--- src/rtl/eyeriss_pkg.sv ---
// Shared defaults and state encoding for the PE sequencing controller.
package eyeriss_pkg;

  localparam int DEF_DATA_W = 16;
  localparam int DEF_PSUM_W = 32;
  localparam int DEF_S_MAX  = 8;
  localparam int DEF_W_MAX  = 32;

  typedef enum logic [2:0] {
    IDLE,
    LOAD_W,
    LOAD_I,
    COMPUTE,
    OUT
  } pe_seq_state_t;

endpackage

--- src/rtl/spad_rf.sv ---
// Scratchpad register file: one synchronous write port, one combinational read port.
// Contents are deliberately not reset; every entry is written before it is read.
module spad_rf #(
  parameter int DEPTH  = 8,
  parameter int WIDTH  = 16,
  parameter int ADDR_W = 3
) (
  input  logic              clk,
  input  logic              we,
  input  logic [ADDR_W-1:0] waddr,
  input  logic [WIDTH-1:0]  wdata,
  input  logic [ADDR_W-1:0] raddr,
  output logic [WIDTH-1:0]  rdata
);

  logic [WIDTH-1:0] mem [DEPTH];

  // write port
  always_ff @(posedge clk) begin
    if (we) mem[waddr] <= wdata;
  end

  assign rdata = mem[raddr];

endmodule

--- src/rtl/pe_seq_ctrl.sv ---
// Sequencer driving one external single-cycle MAC PE through a 1-D convolution.
//
// state    | meaning
// ---------+-----------------------------------------------------------
// IDLE     | waiting for start; config checked here, err on bad config
// LOAD_W   | accepting S weights into wbuf
// LOAD_I   | accepting W activations into ibuf
// COMPUTE  | one MAC per cycle, k = 0..S-1, for output o
// OUT      | PE recirculates its sum; result offered on the o stream
module pe_seq_ctrl
  import eyeriss_pkg::*;
#(
  parameter int DATA_W = DEF_DATA_W,
  parameter int PSUM_W = DEF_PSUM_W,
  parameter int S_MAX  = DEF_S_MAX,
  parameter int W_MAX  = DEF_W_MAX
) (
  input  logic                       clk,
  input  logic                       rst_n,
  input  logic                       start,
  input  logic [$clog2(S_MAX+1)-1:0] cfg_s,
  input  logic [$clog2(W_MAX+1)-1:0] cfg_w,
  output logic                       busy,
  output logic                       done,
  output logic                       err,
  input  logic                       w_valid,
  output logic                       w_ready,
  input  logic [DATA_W-1:0]          w_data,
  input  logic                       i_valid,
  output logic                       i_ready,
  input  logic [DATA_W-1:0]          i_data,
  output logic [DATA_W-1:0]          pe_image_val,
  output logic                       pe_image_en,
  output logic [DATA_W-1:0]          pe_weight_val,
  output logic                       pe_weight_en,
  output logic [PSUM_W-1:0]          pe_psum_in,
  input  logic [PSUM_W-1:0]          pe_psum_out,
  output logic                       o_valid,
  input  logic                       o_ready,
  output logic [PSUM_W-1:0]          o_data
);

  // Counters share the image-length width; S_MAX never exceeds W_MAX.
  localparam int CW  = $clog2(W_MAX+1);
  localparam int SAW = (S_MAX > 1) ? $clog2(S_MAX) : 1;
  localparam int IAW = (W_MAX > 1) ? $clog2(W_MAX) : 1;

  pe_seq_state_t state_q, state_d;
  logic [CW-1:0] k_q, k_d, o_q, o_d, s_q, s_d, w_q, w_d;
  logic          done_q, done_d, err_q, err_d;
  logic          wbuf_we, ibuf_we;
  logic [DATA_W-1:0] wbuf_rdata, ibuf_rdata;
  logic [IAW-1:0]    ipos;
  logic [CW-1:0]     cfg_s_ext;
  logic              cfg_ok, k_last_s, k_last_w, o_last;

  assign cfg_s_ext = CW'(cfg_s);
  assign cfg_ok    = (cfg_s_ext != '0) && (cfg_s_ext <= CW'(S_MAX)) &&
                     (cfg_w >= cfg_s_ext) && (cfg_w <= CW'(W_MAX));
  assign k_last_s  = (k_q == s_q - CW'(1));
  assign k_last_w  = (k_q == w_q - CW'(1));
  assign o_last    = (o_q == w_q - s_q);
  assign ipos      = o_q[IAW-1:0] + k_q[IAW-1:0];

  spad_rf #(.DEPTH(S_MAX), .WIDTH(DATA_W), .ADDR_W(SAW)) u_wbuf (
    .clk   (clk),
    .we    (wbuf_we),
    .waddr (k_q[SAW-1:0]),
    .wdata (w_data),
    .raddr (k_q[SAW-1:0]),
    .rdata (wbuf_rdata)
  );

  spad_rf #(.DEPTH(W_MAX), .WIDTH(DATA_W), .ADDR_W(IAW)) u_ibuf (
    .clk   (clk),
    .we    (ibuf_we),
    .waddr (k_q[IAW-1:0]),
    .wdata (i_data),
    .raddr (ipos),
    .rdata (ibuf_rdata)
  );

  assign busy = (state_q != IDLE);
  assign done = done_q;
  assign err  = err_q;

  // state, counters, latched config and status pulses
  always_ff @(posedge clk) begin
    if (!rst_n) begin
      state_q <= IDLE;
      k_q     <= '0;
      o_q     <= '0;
      s_q     <= '0;
      w_q     <= '0;
      done_q  <= 1'b0;
      err_q   <= 1'b0;
    end else begin
      state_q <= state_d;
      k_q     <= k_d;
      o_q     <= o_d;
      s_q     <= s_d;
      w_q     <= w_d;
      done_q  <= done_d;
      err_q   <= err_d;
    end
  end

  // next-state, stream handshakes and PE drive
  always_comb begin
    state_d       = state_q;
    k_d           = k_q;
    o_d           = o_q;
    s_d           = s_q;
    w_d           = w_q;
    done_d        = 1'b0;
    err_d         = 1'b0;
    w_ready       = 1'b0;
    i_ready       = 1'b0;
    wbuf_we       = 1'b0;
    ibuf_we       = 1'b0;
    pe_image_en   = 1'b0;
    pe_weight_en  = 1'b0;
    pe_image_val  = '0;
    pe_weight_val = '0;
    pe_psum_in    = '0;
    o_valid       = 1'b0;
    o_data        = '0;
    unique case (state_q)
      IDLE: begin
        if (start) begin
          if (cfg_ok) begin
            s_d     = cfg_s_ext;
            w_d     = cfg_w;
            k_d     = '0;
            o_d     = '0;
            state_d = LOAD_W;
          end else begin
            err_d = 1'b1;
          end
        end
      end
      LOAD_W: begin
        w_ready = 1'b1;
        if (w_valid) begin
          wbuf_we = 1'b1;
          if (k_last_s) begin
            k_d     = '0;
            state_d = LOAD_I;
          end else begin
            k_d = k_q + CW'(1);
          end
        end
      end
      LOAD_I: begin
        i_ready = 1'b1;
        if (i_valid) begin
          ibuf_we = 1'b1;
          if (k_last_w) begin
            k_d     = '0;
            o_d     = '0;
            state_d = COMPUTE;
          end else begin
            k_d = k_q + CW'(1);
          end
        end
      end
      COMPUTE: begin
        pe_image_en   = 1'b1;
        pe_weight_en  = 1'b1;
        pe_image_val  = ibuf_rdata;
        pe_weight_val = wbuf_rdata;
        pe_psum_in    = (k_q == '0) ? '0 : pe_psum_out;
        k_d           = k_q + CW'(1);
        if (k_last_s) state_d = OUT;
      end
      OUT: begin
        // The PE keeps re-registering its own sum, so o_data holds under stall.
        pe_psum_in = pe_psum_out;
        o_valid    = 1'b1;
        o_data     = pe_psum_out;
        if (o_ready) begin
          if (o_last) begin
            done_d  = 1'b1;
            state_d = IDLE;
          end else begin
            o_d     = o_q + CW'(1);
            k_d     = '0;
            state_d = COMPUTE;
          end
        end
      end
      default: state_d = IDLE;
    endcase
  end

endmodule
--- config.mk ---
export PLATFORM = sky130hd
export DESIGN_NAME = pe_seq_ctrl
export DESIGN_NICKNAME = d
export VERILOG_FILES = /design/src/rtl/eyeriss_pkg.sv /design/src/rtl/spad_rf.sv /design/src/rtl/pe_seq_ctrl.sv
export SDC_FILE = /design/constraint.sdc
export NUM_CORES = 1
export LEC_CHECK = 0
export CAP_MARGIN = 30
export CORE_MARGIN = 3
export CORE_UTILIZATION = 60
export CTS_BUF_LIST = sky130_fd_sc_hd__clkbuf_16
export CTS_CLUSTER_SIZE = 24
export DETAILED_ROUTE_END_ITERATION = 7
export GPL_ROUTABILITY_DRIVEN = 0
export PLACE_DENSITY = 0.83
export SLEW_MARGIN = 20
export SYNTH_ARGS = -nofsm -noshare
export SYNTH_HDL_FRONTEND = slang
export SYNTH_SLANG_ARGS = --single-unit
--- constraint.sdc ---
create_clock -name clk -period 5.9 [get_ports clk]
set_input_delay 0.59 -clock clk [delete_from_list [all_inputs] [get_ports clk]]
set_output_delay 0.59 -clock clk [all_outputs]
set_load 0.03 [all_outputs]
* Word-level counts from Yosys, hierarchy flattened
Memory sizes are Yosys's and may differ from the RTL's. A register that Yosys moved wholly into a read port is not among the register bits.
Index checks and enable logic that the tools add are counted.
** Word-level totals
- Output and inout port bits :: 104
- Logic and storage cells :: 94
- RAM bits :: 640
- Memories :: 2
- Bits of input ports :: 80
- Bits in registers :: 27
** Cells by class
- Magnitude comparators :: 3
- $add $sub $neg :: 6
- Eq/ne operators :: 16
- Reductions and logical operators :: 15
- Multiplexer cells :: 45
** Memories
- u_ibuf.mem :: depth 32, bits a word 16, read ports 1, clocked after Yosys merged registers in 0, write ports 1, line spad_rf.sv:16 : logic [WIDTH-1:0] mem [DEPTH];
- u_wbuf.mem :: depth 8, bits a word 16, read ports 1, clocked after Yosys merged registers in 1, write ports 1, line spad_rf.sv:16
** Operator list (count)
- two-way mux 6 bit :: 12
- two-way mux 32 bit :: 2
- case mux 32 bit (2 select lines) :: 1
- two-way mux 16 bit :: 2
- two-way mux 3 bit :: 10
- case mux 6 bit (5 select lines) :: 1
- == test 6 bit :: 3
- inequality test 2 bit, second input constant :: 9
- case mux 6 bit (3 select lines) :: 1
- case mux 3 bit (5 select lines) :: 1
- two-way mux 1 bit :: 14
- AND reduction 7 bit :: 2
- adder 6 x 1 -> 6 bit, second input constant :: 2
- AND reduction 3 bit :: 3
- AND reduction 8 bit :: 1
- == test 3 x 2 -> 1 bit, second input constant :: 2
- greater-or-equal comparator 6 x 4 -> 1 bit :: 1
- less-or-equal comparator 6 bit, second input constant :: 1
- logical NOT 6 bit :: 1
- nonzero test 3 bit :: 2
- nonzero test 6 bit :: 1
- subtractor 6 x 1 -> 6 bit, second input constant :: 1
- subtractor 6 x 4 -> 6 bit :: 1
- adder 5 bit :: 1
- other kinds (8) :: 10

* Depth between registers and ports, before layout
- Word-level depth :: 9
- Mapped depth :: 11
- Gate-level depth less buffers :: 11

* Cells and area by module
Synthesis repeated with hierarchy kept, for this count alone.
** Second synthesis, totals
- Cell total of the unflattened synthesis :: 1707
- Area total of the unflattened synthesis :: 27980.6 sq um
** By module, submodules not included
- spad_rf at u_ibuf :: times used 1, area an instance 20214.4 sq um, sequential area each 15374.7 sq um, cells each 1127
- spad_rf at u_wbuf :: times used 1, area an instance 4973.5 sq um, sequential area each 3843.7 sq um, cells each 198
- pe_seq_ctrl :: times used 1, area an instance 2792.7 sq um, sequential area each 540.5 sq um, cells each 382

* Worst setup path before layout
No wires, ideal clock.
- Kind :: register -> output
- From :: register o_q[0]
- To :: output port pe_image_val[11]
- Arrival :: 2805 ps
- Required time :: 5310 ps
- Setup slack :: 2505 ps
- Buffers on the path :: 2
- Cell stages (with the launch flop) :: 9
- Cells stage by stage :: dfxtp_1 ha_1 fa_1 clkbuf_1 clkbuf_1 mux4_2 mux4_2 mux2i_1 nor2_1
** Between the ends
- Longest elaborated chain between the ends :: 3
** Ends and longest elaborated chain
- start: declaration :: line pe_seq_ctrl.sv:49 : logic [CW-1:0] k_q, k_d, o_q, o_d, s_q, s_d, w_q, w_d;
- start signal: assignment :: line pe_seq_ctrl.sv:92 : o_q <= '0;
- start signal: assignment :: line pe_seq_ctrl.sv:100 : o_q <= o_d;
- adder 5 bit :: line pe_seq_ctrl.sv:63 : assign ipos = o_q[IAW-1:0] + k_q[IAW-1:0];
- memory read (32 x 16 bit)
- two-way mux 16 bit :: line pe_seq_ctrl.sv:128 : unique case (state_q)
- end: declaration :: line pe_seq_ctrl.sv:32 : output logic [DATA_W-1:0] pe_image_val,
Every way passes these cells.

* Final worst setup path
- From :: register k_q[1]
- To :: output port pe_image_val[6]
** Between the ends
- Longest elaborated chain between the ends :: 3
** Ends and longest elaborated chain
- start: declaration :: line pe_seq_ctrl.sv:49
- start signal: assignment :: line pe_seq_ctrl.sv:99 : k_q <= k_d;
- adder 5 bit :: line pe_seq_ctrl.sv:63
- memory read (32 x 16 bit)
- two-way mux 16 bit :: line pe_seq_ctrl.sv:128
Every way passes these cells.

==> results.toml <==
[setup_path]
endpoint_kind = "output pin"
cp_num_buf_inv = 2
timing.critical_path.arrival_ns = 4.74
critical-path-slowest-cell = "fa_4"
worst-r2r-setup-slack_ns = 2.66
crit_path_start_kind = "register"
timing.critical_path.cells = "fa_4 > buf_12 > mux4_2 > mux4_2 > mux2i_1 > nor2_1 > clkdlybuf4s50_1"
cp_max_fo = 61
worst_path_most_repeated_cell = "mux4_2"
worst_r2r_startpoint = "w_q[0]"
critPathRequiredTime_ns = 5.31
worstRegToRegCells = 11
critPathMaxStageDelay_ns = 1.17
start_to_end_type_of_the_worst_setup_path = "register to output pin"
timing.critical_path.max_delay_family = "multiplexers"

[timing]
rsz0062_at_grt = "no"
worst_clock_skew_ns = 0.02593
fmax_achieved_ghz = 0.1876
timing.final.crit_period_ns = 5.330
setup_tns_ns = 0
relSlewSlack = 0.4056
whs_ns = 0.5082
drv_slew = 0
final_period_util = 0.9034
timing_worst_slew_pin_value_ns = 0.8848
timing.final.hold_violations = 0
setup_viol = 0

[min_path]
timing.hold.worst.class = "input pin to register"
hold_depth = 1
min_delay_src = "i_data[14]"
hold_path_end = "u_ibuf.mem[29][14]"

[cts]
post_cts_setup_buffer_count = 0
cts_root_buffer = "clkbuf_16"
cts_max_level = 3
cts.path.max_buffers = 3
worstSkewPairLatency_ns = 0.61
clock_tree_from_tritoncts = "yes"
cts.sink_count = 670
number_of_cells_upsized_or_downsized_after_cts = 0
post_cts_hold_buffer_count = 0
clk_pin_slew_worst_paths_ns = 0.07
cts_inserted_buffers = 66

[floorplan]
num_rows = 77
die_area_um2 = 47770
ios = 184
fp.dieH_um = 218.6
initial_core_util = 0.6104
core_region_area_um2 = 44410
die_w_um = 218.6

[yosys]
synth_sequential_area_ratio = 0.7310
number_of_distinct_standard_cells_referenced_by_the_synthesized_netlist = 56
post_synth.cell_area_avg_um2 = 20.01
synth_area_leaders = "edfxtp_1 (71%), mux4_2 (16%), dfxtp_1 (2.2%)"
synth.net_count = 1456
synth.ff_latch_count = 670
syn_inst = 1355
synth_area_um2 = 27110
netlist.top_cell.by_area = "edfxtp_1"
synthMostInstantiatedCell = "edfxtp_1"
top_area_cell_type_share_of_the_netlist_area = 0.7088
asyncSetResetFlopFracSynth = 0
post_synth_top_flop = "edfxtp_1"
synth_edf_count = 640
yosys_warnings = 0
yosys-top-cells-count = "edfxtp_1 (640), mux4_2 (192), nor2_1 (96), clkbuf_1 (52), mux2i_1 (44)"

[detailed_routing]
first_pass_iters = 5
total_drc_errors_in_the_routed_layout = 0
initialDrtViolationCount = 2017
num_vias = 15020
detail_route.wl_per_cell_um = 31.18
drt_wl_total_um = 70010
vias_per_cell = 6.688
number_of_nets_still_failing_antenna_checks_after_routing = 0

[global_route]
initial_antenna_violation_count = 1
grt_start_max_net_pins = 62
grt_pass1_vias = 15580
grt_usage = 0.3009
wire_length_of_the_first_global_routing_pass_um = 103100
global_route.overflow_total = 0

[outcome]
outcome = "finished clean"

[finish]
layout-drive-gt1-share = 0.2377
syn2layout_area_growth_pct = 18.85
antenna_cells_inserted = 0
nets = 1702

[placement]
place.detailed.hpwl_um = 37350
io_buffers = 183

[pwr]
cellLeakagePower_nw = 10.24
power.ir.vdd_worst_uv = 234.3
power_per_cell_area_nw_per_um2 = 348.3

[run]
max_cap_viol_count = 0
==> worst max path at each step <==
stage                            end  startpoint  cells after the start
finish               pe_image_val[6]      k_q[1]                      7
global route         pe_image_val[7]      k_q[1]                      7
CTS                  pe_image_val[6]      k_q[0]                      8
detailed placement   pe_image_val[6]      k_q[0]                      8
global placement     pe_image_val[6]      k_q[0]                      8
floorplan           pe_image_val[11]      o_q[0]                      8
==> layout by cell type (no fill, tap or decap), types with 18 or more instances in the layout <==
cell type,netlist,layout
a21oi_1,21,20
clkdlybuf4s50_1,0,172
dfxtp_1,30,29
and2_1,33,33
edfxtp_1,640,640
nand2_1,28,28
buf_4,1,54
nor2_1,96,95
inv_1,20,29
nor2b_1,37,37
clkbuf_16,0,69
mux4_2,192,192
ha_1,19,18
mux2i_1,44,44
==> metrics by stage <==
stage | std cells | power [mW] | util | instance area, µm² | worst slack (ns)
floorplan | 1355 | 6.510 | - | 27110 | 2.505
global placement | 2114 | 6.932 | 0.6736 | 29920 | 1.370
detailed placement | 2120 | 6.977 | 0.6752 | 29990 | 1.302
CTS | 2240 | 11.28 | 0.7252 | 32210 | 0.5851
global route | 2245 | 11.54 | 0.7255 | 32220 | 0.5223
finish | 2245 | 11.22 | 0.7255 | 32220 | 0.5697
==> registers in the layout, summed over array words and instances, names as in the netlist, named ones only <==
signal and flops:
o_q 6, state_q 3, done 1, u_ibuf.mem 512, s_q 4, u_wbuf.mem 128
k_q 6, w_q 6, err 1
==> area by class of cell <==
cell class | count | area (µm²)
Sequential cell | 670 | 19820
Fill cell | 2372 | 12190
Multi-Input combinational cell | 594 | 7008
Timing Repair Buffer | 249 | 2362
Clock buffer | 69 | 1727
Tap cell | 592 | 740.7
Clock inverter | 51 | 490.5
Inverter | 20 | 75.07
==> where the power goes <==
part	switching, mW	internal, mW	total, mW	leakage [nW]
Combinational	0.824	0.788	1.61	3.14
Sequential	0.0419	5.26	5.30	6.00
Clock	1.82	2.49	4.31	1.11
==> cell families (layout without fill, tap and decap cells) <==
group	after synthesis	count (layout)	synth area share
buf+inv	91	389	0.01297
flops	670	670	0.7310
simple gates	254	254	0.04730
xor+xnor	23	23	0.007430
compound gates	60	60	0.01532
fa+ha+maj	21	21	0.01025
mux	236	236	0.1757
==> routing by layer <==
metal	up-vias	routed length [µm]	track usage
li1	5985	-	-
met1	7702	24520	0.3963
met2	1084	35180	0.4858
met3	242	6743	0.06201
met4	2	3548	0.1505
met5	-	12	0
Power figures use the tool's default switching activity.
